## src/rtl/screen_draw_ctrl_pkg.sv

```systemverilog
// Shared definitions for the raster sequencer: screen codes, frame geometry
// and the sequencer state encoding.
package screen_draw_ctrl_pkg;

  localparam int H_PIX   = 160;
  localparam int V_PIX   = 120;
  localparam int NUM_PIX = H_PIX * V_PIX;
  localparam int ADDR_W  = 15;
  localparam int X_W     = 8;
  localparam int Y_W     = 7;

  localparam logic [ADDR_W-1:0] LAST_ADDR = ADDR_W'(NUM_PIX - 1);

  typedef enum logic [1:0] {
    SCR_TITLE = 2'b00,
    SCR_BG    = 2'b01,
    SCR_WIN   = 2'b10,
    SCR_LOSE  = 2'b11
  } screen_e;

  typedef enum logic [1:0] {
    ST_IDLE,
    ST_SCAN,
    ST_FLUSH,
    ST_FIN
  } state_e;

endpackage

```

## src/rtl/screen_draw_ctrl_raster_counter.sv

```systemverilog
// Pixel walker: produces x/y and the linear ROM address in lock-step,
// using an incrementing address rather than y*H_PIX+x.
module screen_draw_ctrl_raster_counter
  import screen_draw_ctrl_pkg::*;
(
  input  logic              clk_i,
  input  logic              rst_ni,
  input  logic              clear_i,
  input  logic              step_i,
  output logic [X_W-1:0]    ax_o,
  output logic [Y_W-1:0]    ay_o,
  output logic [ADDR_W-1:0] addr_o,
  output logic              last_o
);

  logic [X_W-1:0]    ax_q;
  logic [Y_W-1:0]    ay_q;
  logic [ADDR_W-1:0] addr_q;

  // Clear wins over step so the walker is parked at pixel 0 between frames.
  always_ff @(posedge clk_i or negedge rst_ni) begin
    if (!rst_ni) begin
      ax_q   <= '0;
      ay_q   <= '0;
      addr_q <= '0;
    end else if (clear_i) begin
      ax_q   <= '0;
      ay_q   <= '0;
      addr_q <= '0;
    end else if (step_i) begin
      addr_q <= addr_q + ADDR_W'(1);
      if (ax_q == X_W'(H_PIX - 1)) begin
        ax_q <= '0;
        ay_q <= ay_q + Y_W'(1);
      end else begin
        ax_q <= ax_q + X_W'(1);
      end
    end
  end

  assign ax_o   = ax_q;
  assign ay_o   = ay_q;
  assign addr_o = addr_q;
  assign last_o = (addr_q == LAST_ADDR);

endmodule

```

## src/rtl/screen_draw_ctrl.sv

```systemverilog
// Raster sequencer: walks every pixel once per frame, drives the shared ROM
// address and the ROM-latency-aligned VGA x/y/plot, freezing SCREEN_SEL per frame.
module screen_draw_ctrl
  import screen_draw_ctrl_pkg::*;
#(
  parameter int ROM_LAT = 1
) (
  input  logic              CLOCK_50,
  input  logic              RESETN,
  input  logic [1:0]        SCREEN,
  input  logic              START,
  output logic [ADDR_W-1:0] ROM_ADDR,
  output logic [1:0]        SCREEN_SEL,
  output logic [X_W-1:0]    VGA_X,
  output logic [Y_W-1:0]    VGA_Y,
  output logic              PLOT,
  output logic              BUSY,
  output logic              DONE
);

  state_e             state_q;
  logic               pending_q;
  logic               pending_d;
  logic [1:0]         prevScreen_q;
  logic [1:0]         screenSel_q;
  logic               busy_q;
  logic               done_q;
  logic [1:0]         flushCnt_q;

  logic [X_W-1:0]     xPipe_q [ROM_LAT];
  logic [Y_W-1:0]     yPipe_q [ROM_LAT];
  logic [ROM_LAT-1:0] validPipe_q;

  logic               scanning;
  logic               redrawReq;
  logic [X_W-1:0]     rasterX;
  logic [Y_W-1:0]     rasterY;
  logic               rasterLast;

  assign scanning  = (state_q == ST_SCAN);
  assign redrawReq = START | (SCREEN != prevScreen_q);
  assign pending_d = pending_q | redrawReq;

  screen_draw_ctrl_raster_counter u_raster_counter (
    .clk_i   (CLOCK_50),
    .rst_ni  (RESETN),
    .clear_i (!scanning || rasterLast),
    .step_i  (scanning),
    .ax_o    (rasterX),
    .ay_o    (rasterY),
    .addr_o  (ROM_ADDR),
    .last_o  (rasterLast)
  );

  // Requests arriving while busy only accumulate in pending; the frame that
  // starts from IDLE latches SCREEN, which already serves any coincident request.
  always_ff @(posedge CLOCK_50 or negedge RESETN) begin
    if (!RESETN) begin
      state_q      <= ST_IDLE;
      pending_q    <= 1'b1;
      prevScreen_q <= SCR_TITLE;
      screenSel_q  <= SCR_TITLE;
      busy_q       <= 1'b0;
      done_q       <= 1'b0;
      flushCnt_q   <= '0;
    end else begin
      prevScreen_q <= SCREEN;
      done_q       <= 1'b0;
      pending_q    <= pending_d;
      case (state_q)
        ST_IDLE: begin
          if (pending_q) begin
            state_q     <= ST_SCAN;
            pending_q   <= 1'b0;
            screenSel_q <= SCREEN;
            busy_q      <= 1'b1;
          end
        end
        ST_SCAN: begin
          if (rasterLast) begin
            state_q    <= ST_FLUSH;
            flushCnt_q <= '0;
          end
        end
        ST_FLUSH: begin
          if (flushCnt_q == 2'(ROM_LAT - 1)) begin
            state_q <= ST_FIN;
            busy_q  <= 1'b0;
            done_q  <= 1'b1;
          end else begin
            flushCnt_q <= flushCnt_q + 2'd1;
          end
        end
        ST_FIN: begin
          state_q <= ST_IDLE;
        end
        default: begin
          state_q <= ST_IDLE;
        end
      endcase
    end
  end

  // Coordinates only advance with a valid pixel, so VGA_X/VGA_Y hold when idle.
  always_ff @(posedge CLOCK_50 or negedge RESETN) begin
    if (!RESETN) begin
      validPipe_q <= '0;
      for (int i = 0; i < ROM_LAT; i++) begin
        xPipe_q[i] <= '0;
        yPipe_q[i] <= '0;
      end
    end else begin
      validPipe_q[0] <= scanning;
      if (scanning) begin
        xPipe_q[0] <= rasterX;
        yPipe_q[0] <= rasterY;
      end
      for (int i = 1; i < ROM_LAT; i++) begin
        validPipe_q[i] <= validPipe_q[i-1];
        if (validPipe_q[i-1]) begin
          xPipe_q[i] <= xPipe_q[i-1];
          yPipe_q[i] <= yPipe_q[i-1];
        end
      end
    end
  end

  assign SCREEN_SEL = screenSel_q;
  assign VGA_X      = xPipe_q[ROM_LAT-1];
  assign VGA_Y      = yPipe_q[ROM_LAT-1];
  assign PLOT       = validPipe_q[ROM_LAT-1];
  assign BUSY       = busy_q;
  assign DONE       = done_q;

endmodule

```

## config.mk

```make
export PLATFORM = sky130hd
export DESIGN_NAME = screen_draw_ctrl
export DESIGN_NICKNAME = d
export VERILOG_FILES = /design/src/rtl/screen_draw_ctrl_pkg.sv /design/src/rtl/screen_draw_ctrl_raster_counter.sv /design/src/rtl/screen_draw_ctrl.sv
export SDC_FILE = /design/constraint.sdc
export NUM_CORES = 1
export LEC_CHECK = 0
export BUFFER_PORTS_ARGS = -buffer_cell sky130_fd_sc_hd__clkbuf_2
export CAP_MARGIN = 20
export CORE_MARGIN = 10
export CORE_UTILIZATION = 50
export CTS_CLUSTER_DIAMETER = 150
export DETAILED_ROUTE_END_ITERATION = 10
export HOLD_SLACK_MARGIN = 0.15
export MAX_ROUTING_LAYER = met4
export PLACE_DENSITY_LB_ADDON = 0.15
export SYNTH_ARGS = -nofsm -noshare
export SYNTH_HDL_FRONTEND = slang
export SYNTH_SLANG_ARGS = --single-unit
```

## constraint.sdc

```tcl
create_clock -name CLOCK_50 -period 2 [get_ports CLOCK_50]
set_input_delay 0.3 -clock CLOCK_50 [delete_from_list [all_inputs] [get_ports CLOCK_50]]
set_output_delay 0.3 -clock CLOCK_50 [all_outputs]
set_load 0.02 [all_outputs]
```

==> key figures, run 1 <==
Power
  – Cell internal pwr: roughly 2.4 mW
  – Power per Cell Area: between 1000 and 1500 nW/µm²
  – Sw frac: just over 30%
  – Leak: 1.54 nW
  – Clk pwr share: approximately a third
  – Sequential Power Share: around 40%
  – Logic pwr share: a little over a quarter
  – Sw Pwr: between 1 and 1.5 mW
  – Max rail drop VDD: 0.686 mV

Drt
  – Vias per cell: 5.13
  – Routed len/inst: about 14 µm
  – Detailed Route WL: about 5100 µm
  – DRC viols: 0
  – Pre-antenna DRT Iters: 4
  – DR vias: 1869
  – DR iter-0 viols: 74
  – Antenna Nets Post-Route: 0

Final layout
  – Multi-input logic area: ~1100 µm²
  – Post-layout util: 63.3%
  – N_diodes: 0
  – Layout cells sized above 1: between 20% and 30%
  – Storage element area: approximately 1400 µm²
  – Synth-to-layout area growth: 24.0%
  – Most frequent cells in the layout: 56 x dfrtp_1, 39 x clkbuf_2, 30 x nor2_1
  – Most common cell after layout, fill and taps aside: dfrtp_1
  – # nets final: around 300
  – Fillers: around 430

Logic synthesis
  – Sequential area share after synthesis: 55.1%
  – Ys flop type: dfrtp_1
  – Yosys reg bits: 57
  – Cells after Synth: around 230
  – Netlist Area Pre-Place: around 2600 µm²
  – Average cell area after synthesis: between 10 and 15 µm²
  – Post-synth EDFFs: 0
  – Synthesized net count: between 200 and 250
  – Syn. warnings: 0
  – Cell variety after synth: 34
  – Asr flop ratio synth: 100%

Run
  – Max Cap Viol: 0

Clock tree
  – Clk slew on worst S/H paths: approximately 0.060 ns
  – CTS tree: done
  – Clk_lat worst skew: between 0.3 and 0.4 ns
  – CTS HTree Levels: 3
  – CTS max path bufs: 2
  – Inserted Clock Buffers: 9
  – Clock sinks: 57
  – CTS root buf: clkbuf_8
  – Post-CTS setup buffer count: 0

Placement
  – DP HPWL: around 3700 µm
  – Port bufs: 39
  – GP Congestion: 0.803

Worst hold path
  – Hold path depth: 2
  – HP Class: in -> reg

STA
  – Clock Skews: between 0.003 and 0.004 ns
  – Minimum clock period: approximately 1.9 ns
  – Max Slew Vio Count: 0
  – Max-slew headroom: between 60% and 70%
  – FMAX: 0.532 GHz
  – Hold_ws: ~0.21 ns
  – Tcrit/Tclk final: between 90% and 100%
  – Finish-stage setup viols: 0
  – RSZ-0062 raised after global routing: no
  – Final hold violations: 0
  – Final TNS setup: 0 ns
  – Tightest Pin Transition: about 0.50 ns

Setup path
  – CP startpoint: u_raster_counter.addr_o[8]$_DFFE_PN0P_
  – Max FO, Critical Path: 4
  – R2r setup slk: ~0.12 ns
  – Worst EP required: around 2.2 ns
  – Largest stage delay, worst path: around 0.55 ns
  – Reg2reg path depth: 4
  – CP delay by family, top: simple AND/OR/NAND/NOR gates
  – Critical Setup Path Class: reg -> reg
  – CP max-delay cell: or4b_4
  – FF-to-FF End: flushCnt_q[1]$_DFFE_PN0P_
  – Critical path buffer and inverter count: 0
  – Reg2reg start: u_raster_counter.addr_o[8]$_DFFE_PN0P_
  – Critical-path cell list: or4b_4, o41ai_4, a21oi_1, or3_1
  – Worst setup path end: flushCnt_q[1]$_DFFE_PN0P_
  – Crit path depth: 4
  – Setup crit end kind: flop
  – Worst endpoint data arrival time: ~2.1 ns
  – CP Launch Type: flop

Global route
  – Largest net degree at the start of global routing: 41
  – Initial antenna violation count: 0
  – Global route overflow: 0
  – First-pass GRT wire length: between 9000 and 10000 µm
  – All-layer global routing usage: 13.7%
  – Vias in the first global route: about 1900

Floorplan
  – Die Ht: 92.0 µm
  – Site Rows: 26
  – Full die area: roughly 8500 µm²
  – Initial Util: 51.0%
  – Core area: 5070 µm²
  – Die Span X: between 90 and 100 µm
  – IO Count: 40

Outcome
  – Outcome: finished clean
worst min-delay path by stage:
stage                                                    to  startpoint  slack, ns
global route                            pending_q$_DFF_PN1_       START       0.21
CTS                                     pending_q$_DFF_PN1_       START       0.19
global placement    u_raster_counter.addr_o[11]$_DFFE_PN0P_      RESETN       0.28
detailed placement  u_raster_counter.addr_o[11]$_DFFE_PN0P_      RESETN       0.29
floorplan                                  BUSY$_DFFE_PN0P_      RESETN      0.004
finish                                  pending_q$_DFF_PN1_       START       0.21
cells in the mapped netlist (2+ instances only):
| cell | n | area share, % |
|---|---|---|
| inv_1 | 9 | 1.3 |
| nand4_1 | 5 | 1.2 |
| nor3_1 | 4 | 0.77 |
| o21ai_0 | 3 | 0.58 |
| a21oi_1 | 6 | 1.2 |
| mux2_2 | 17 | 7.4 |
| nand3_1 | 16 | 3.1 |
| nand2b_1 | 5 | 1.2 |
| xnor2_1 | 12 | 4.1 |
| and4_1 | 3 | 1.0 |
| nor4_1 | 5 | 1.2 |
| ha_1 | 8 | 3.9 |
| or3_1 | 3 | 0.72 |
| nor2_1 | 30 | 4.3 |
| and3_1 | 3 | 0.72 |
| clkbuf_1 | 4 | 0.58 |
| xor2_1 | 13 | 4.4 |
| nand2_1 | 11 | 1.6 |
| dfrtp_1 | 56 | 54 |
| buf_4 | 2 | 0.58 |
through the flow:
stage	area [µm²]	std cells	power (mW)	setup WS, ns
floorplan	2590	229	1.98	0.0222
global placement	2960	346	2.26	0.0469
detailed placement	2960	346	2.29	0.00954
CTS	3200	364	3.46	0.00294
global route	3210	364	3.64	0.0250
finish	3210	364	3.42	0.120
sequential cells by signal (all words and copies together) (netlist names):
name	count
VGA_X	8
state_q	2
DONE	1
BUSY	1
PLOT	1
flushCnt_q	2
u_raster_counter.addr_o	15
prevScreen_q	2
VGA_Y	7
SCREEN_SEL	2
pending_q	1
u_raster_counter.ay_o	7
u_raster_counter.ax_o	8
layer usage:
layer / up-vias / wire [µm] / track usage [%]
li1: 910 / - / -
met1: 911 / 2370 / 16.6
met2: 40 / 2360 / 19.5
met3: 8 / 300 / 4.32
met4: 0 / 95 / 8.35
met5: - / 0 / -
final cells by class:
type                            instances  area share, %
Inverter                                9           1.05
Sequential cell                        57           44.4
Timing Repair Buffer                   57           11.0
Clock inverter                          3           2.03
Multi-Input combinational cell        156           34.2
Clock buffer                           12           4.52
Tap cell                               70           2.73
logic make-up after synthesis:
group | synth area share, %
AO/OA/AOI/OAI | 4.20
XOR/XNOR | 8.45
adder cells (fa/ha/maj) | 3.86
buffers and inverters | 2.66
flip-flops | 55.1
multiplexers | 8.21
AND/OR/NAND/NOR | 17.5
worst register-to-register path, stage by stage, from the launching register on:
cell     delay [ns]
dfrtp_1        0.37
or4b_4         0.55
o41ai_4        0.35
a21oi_1        0.11
or3_1          0.37
power by group through the flow:
stage | registers [mW] | clock network [mW] | logic (mW)
4_1_cts | 1.37 | 1.18 | 0.904
6_report | 1.37 | 1.15 | 0.896
3_3_place_gp | 1.38 | 0 | 0.877
3_5_place_dp | 1.39 | 0 | 0.895
5_1_grt | 1.39 | 1.25 | 1.00
2_1_floorplan | 1.48 | 0 | 0.500
timing repair:
item | in CTS | in global routing
gates resized for setup | 0 | 2
endpoints found under the setup margin | 0 | 5
hold buffers | 3 | 0
endpoints found under the hold margin | 18 | 0
No activity file was read; power rests on OpenSTA's default activity.
==> inputs of run 2 (changes only) <==
- CELL_PAD_IN_SITES_DETAIL_PLACEMENT: unset -> 0
- CELL_PAD_IN_SITES_GLOBAL_PLACEMENT: unset -> 1
- CORE_UTILIZATION: 50 -> 48
- clock period: 2 -> 2.3 ns (I/O delays scaled with it)
==> key figures, run 2 (synthesis gave the netlist of run 1 again) <==
Floorplan
  – Core area: 5170 µm² (+1.9%)
  – Die Span X: 93.5 µm (+1.6%)
  – Initial Util: 50.1% (-0.96 points)
  – Site Rows: 26 (unchanged)
  – IO Count: 40 (unchanged)
  – Die Ht: 93.5 µm (+1.6%)
  – Full die area: 8730 µm² (+3.3%)

Placement
  – Port bufs: 39 (unchanged)
  – DP HPWL: 3610 µm (-2.9%)
  – GP Congestion: 0.820 (+2.2%)
  – Pre-CTS setup slack: 0.310 ns (+0.300 ns)
  – Dpl cells: 340 (-1.7%)

STA
  – RSZ-0062 raised after global routing: no
  – FMAX: 0.502 GHz (-5.6%)
  – Tightest Pin Transition: 0.532 ns (+0.0294 ns)
  – Max Slew Vio Count: 0 (unchanged)
  – Clock Skews: 0.00707 ns (+0.00307 ns)
  – Finish-stage setup viols: 0 (unchanged)
  – Final WS setup: 0.309 ns (+0.189 ns)
  – Final TNS setup: 0 ns (unchanged)
  – Tcrit/Tclk final: 86.6% (-7.4 points)
  – Minimum clock period: 1.99 ns (+0.111 ns)
  – Max-slew headroom: 64.6% (-2.0 points)
  – Final hold violations: 0 (unchanged)

Power
  – Sw frac: 31.3% (+0.87 points)
  – Logic pwr share: 25.5% (-0.7 points)
  – Power Total: 2.96 mW (-13%)
  – Cell internal pwr: 2.03 mW (-15%)
  – Power per Cell Area: 940 nW/µm² (-12%)
  – Sequential Power Share: 40.3% (+0.3 points)
  – Clk pwr share: 34.1% (+0.4 points)
  – Sw Pwr: 0.927 mW (-11%)
  – Max rail drop VDD: 0.682 mV (-0.57%)
  – Leak: 1.50 nW (-2.8%)

Clock tree
  – CTS hold repair buffers: 2 (-1)
  – CTS HTree Levels: 3 (unchanged)
  – Inserted Clock Buffers: 9 (unchanged)
  – CTS tree: done
  – PostCTS Resize Cnt: 0 (unchanged)
  – CTS max path bufs: 2 (unchanged)
  – Clk slew on worst S/H paths: 0.06 ns (about the same)
  – Clk_lat worst skew: 0.34 ns (about the same)
  – Clock sinks: 57 (unchanged)
  – Post-CTS setup buffer count: 0 (unchanged)
  – CTS root buf: clkbuf_8

Final layout
  – Largest register FFs: 15 (unchanged)
  – Layout cells sized above 1: 28.8% (-1.1 points)
  – Fillers: 455 (+5.6%)
  – N_diodes: 0 (unchanged)
  – Post-layout util: 60.9% (-2.4 points)
  – Synth-to-layout area growth: 21.5%
  – Most common cell after layout, fill and taps aside: dfrtp_1
  – # nets final: 296 (-2.3%)
  – Post-route insts no fill: 358 (-1.6%)
  – Most frequent cells in the layout: 56 x dfrtp_1, 39 x clkbuf_2, 30 x nor2_1

Setup path
  – Critical Setup Path Class: reg -> reg
  – CP Launch Type: flop
  – Worst EP required: 2.52 ns (+0.31 ns)
  – Max FO, Critical Path: 14 (+10)
  – Setup crit end kind: flop
  – Worst endpoint data arrival time: 2.21 ns (+0.12 ns)

Drt
  – Antenna Nets Post-Route: 0 (unchanged)
  – WL met1: 2420 µm (+2.2%)
  – DR iter-0 viols: 69 (-6.8%)
  – Routed len/inst: 14.0 µm (-0.48%)
  – Vias per cell: 5.03 (-2.0%)
  – Top Layer Used: met4
  – Detailed Route WL: 5020 µm (-2.1%)
  – Pre-antenna DRT Iters: 4 (unchanged)
  – DRC viols: 0 (unchanged)
  – Routed wl met3: 297 µm (-1.0%)
  – Length of routed met2 wiring: 2190 µm (-7.3%)
  – DR vias: 1801 (-3.6%)

Global route
  – Vias in the first global route: 1808 (-4.2%)
  – Initial antenna violation count: 0 (unchanged)
  – Global route overflow: 0 (unchanged)
  – All-layer global routing usage: 12.9% (-0.77 points)
  – First-pass GRT wire length: 8790 µm (-2.8%)
  – Largest net degree at the start of global routing: 39 (-4.9%)

Outcome
  – Outcome: finished clean

Run
  – Max Cap Viol: 0 (unchanged)

Worst hold path
  – HP Class: in -> reg
==> run 2: cell count changes in the layout (fill, tap and decap cells not counted), sizes merged <==
| cell | delta |
|---|---|
| clkinvlp | +1 |
| buf | -6 |
| clkbuf | -2 |
| clkinv | +2 |
| dlygate4sd3 | -1 |
==> run 2: per-stage QoR <==
stage,instance area (µm²),hold WS (ns)
floorplan,2590,0.0494
global placement,2920,0.346
detailed placement,2920,0.356
CTS,3150,0.153
global route,3150,0.165
finish,3150,0.155
==> run 2: layer usage <==
| metal | global-route usage, % | vias to the layer above |
|---|---|---|
| met5 | - | - |
| met4 | 6.94 | 0 |
| met3 | 4.32 | 10 |
| met2 | 18.6 | 28 |
| li1 | - | 902 |
| met1 | 15.7 | 861 |
==> run 2: final timing paths <==
kind,from,endpoint,slack [ns],cells past startpoint
max in group asynchronous,RESETN,u_raster_counter.ax_o[5]$_DFFE_PN0P_,1.21,3
worst max-delay path,u_raster_counter.addr_o[12]$_DFFE_PN0P_,u_raster_counter.addr_o[12]$_DFFE_PN0P_,0.31,5
worst min-delay path,SCREEN[1],prevScreen_q[1]$_DFF_PN0_,0.15,1
worst max register to register,u_raster_counter.addr_o[12]$_DFFE_PN0P_,u_raster_counter.addr_o[12]$_DFFE_PN0P_,0.31,5
worst min register to register,u_raster_counter.ax_o[0]$_DFFE_PN0P_,u_raster_counter.ax_o[0]$_DFFE_PN0P_,0.49,1
min in group asynchronous,RESETN,u_raster_counter.addr_o[11]$_DFFE_PN0P_,0.51,2
==> run 2: cell type report <==
class | count | area (µm²) | share of cell area, %
timing repair buffer | 50 | 295 | 9.38
clock inverter | 6 | 82.6 | 2.62
clock buffer | 10 | 128 | 4.05
sequential | 57 | 1430 | 45.3
multi-input combinational | 156 | 1090 | 34.7
tap | 70 | 87.6 | 2.78
inverter | 9 | 33.8 | 1.07
==> run 2: power groups by stage <==
stage | clock, mW | sequential [mW] | combinational [mW]
after detailed placement | 0 | 1.21 | 0.765
final | 1.01 | 1.19 | 0.755
after CTS | 1.02 | 1.19 | 0.772
after floorplan | 0 | 1.29 | 0.435
after global placement | 0 | 1.21 | 0.764
after global routing | 1.07 | 1.21 | 0.846
==> run 2: worst max-delay path, stage by stage, from the launching register on <==
cell     delay, ns
dfrtp_1       0.43
or4b_4        0.55
o41ai_4       0.38
buf_4         0.23
buf_4         0.21
nor2_1        0.07
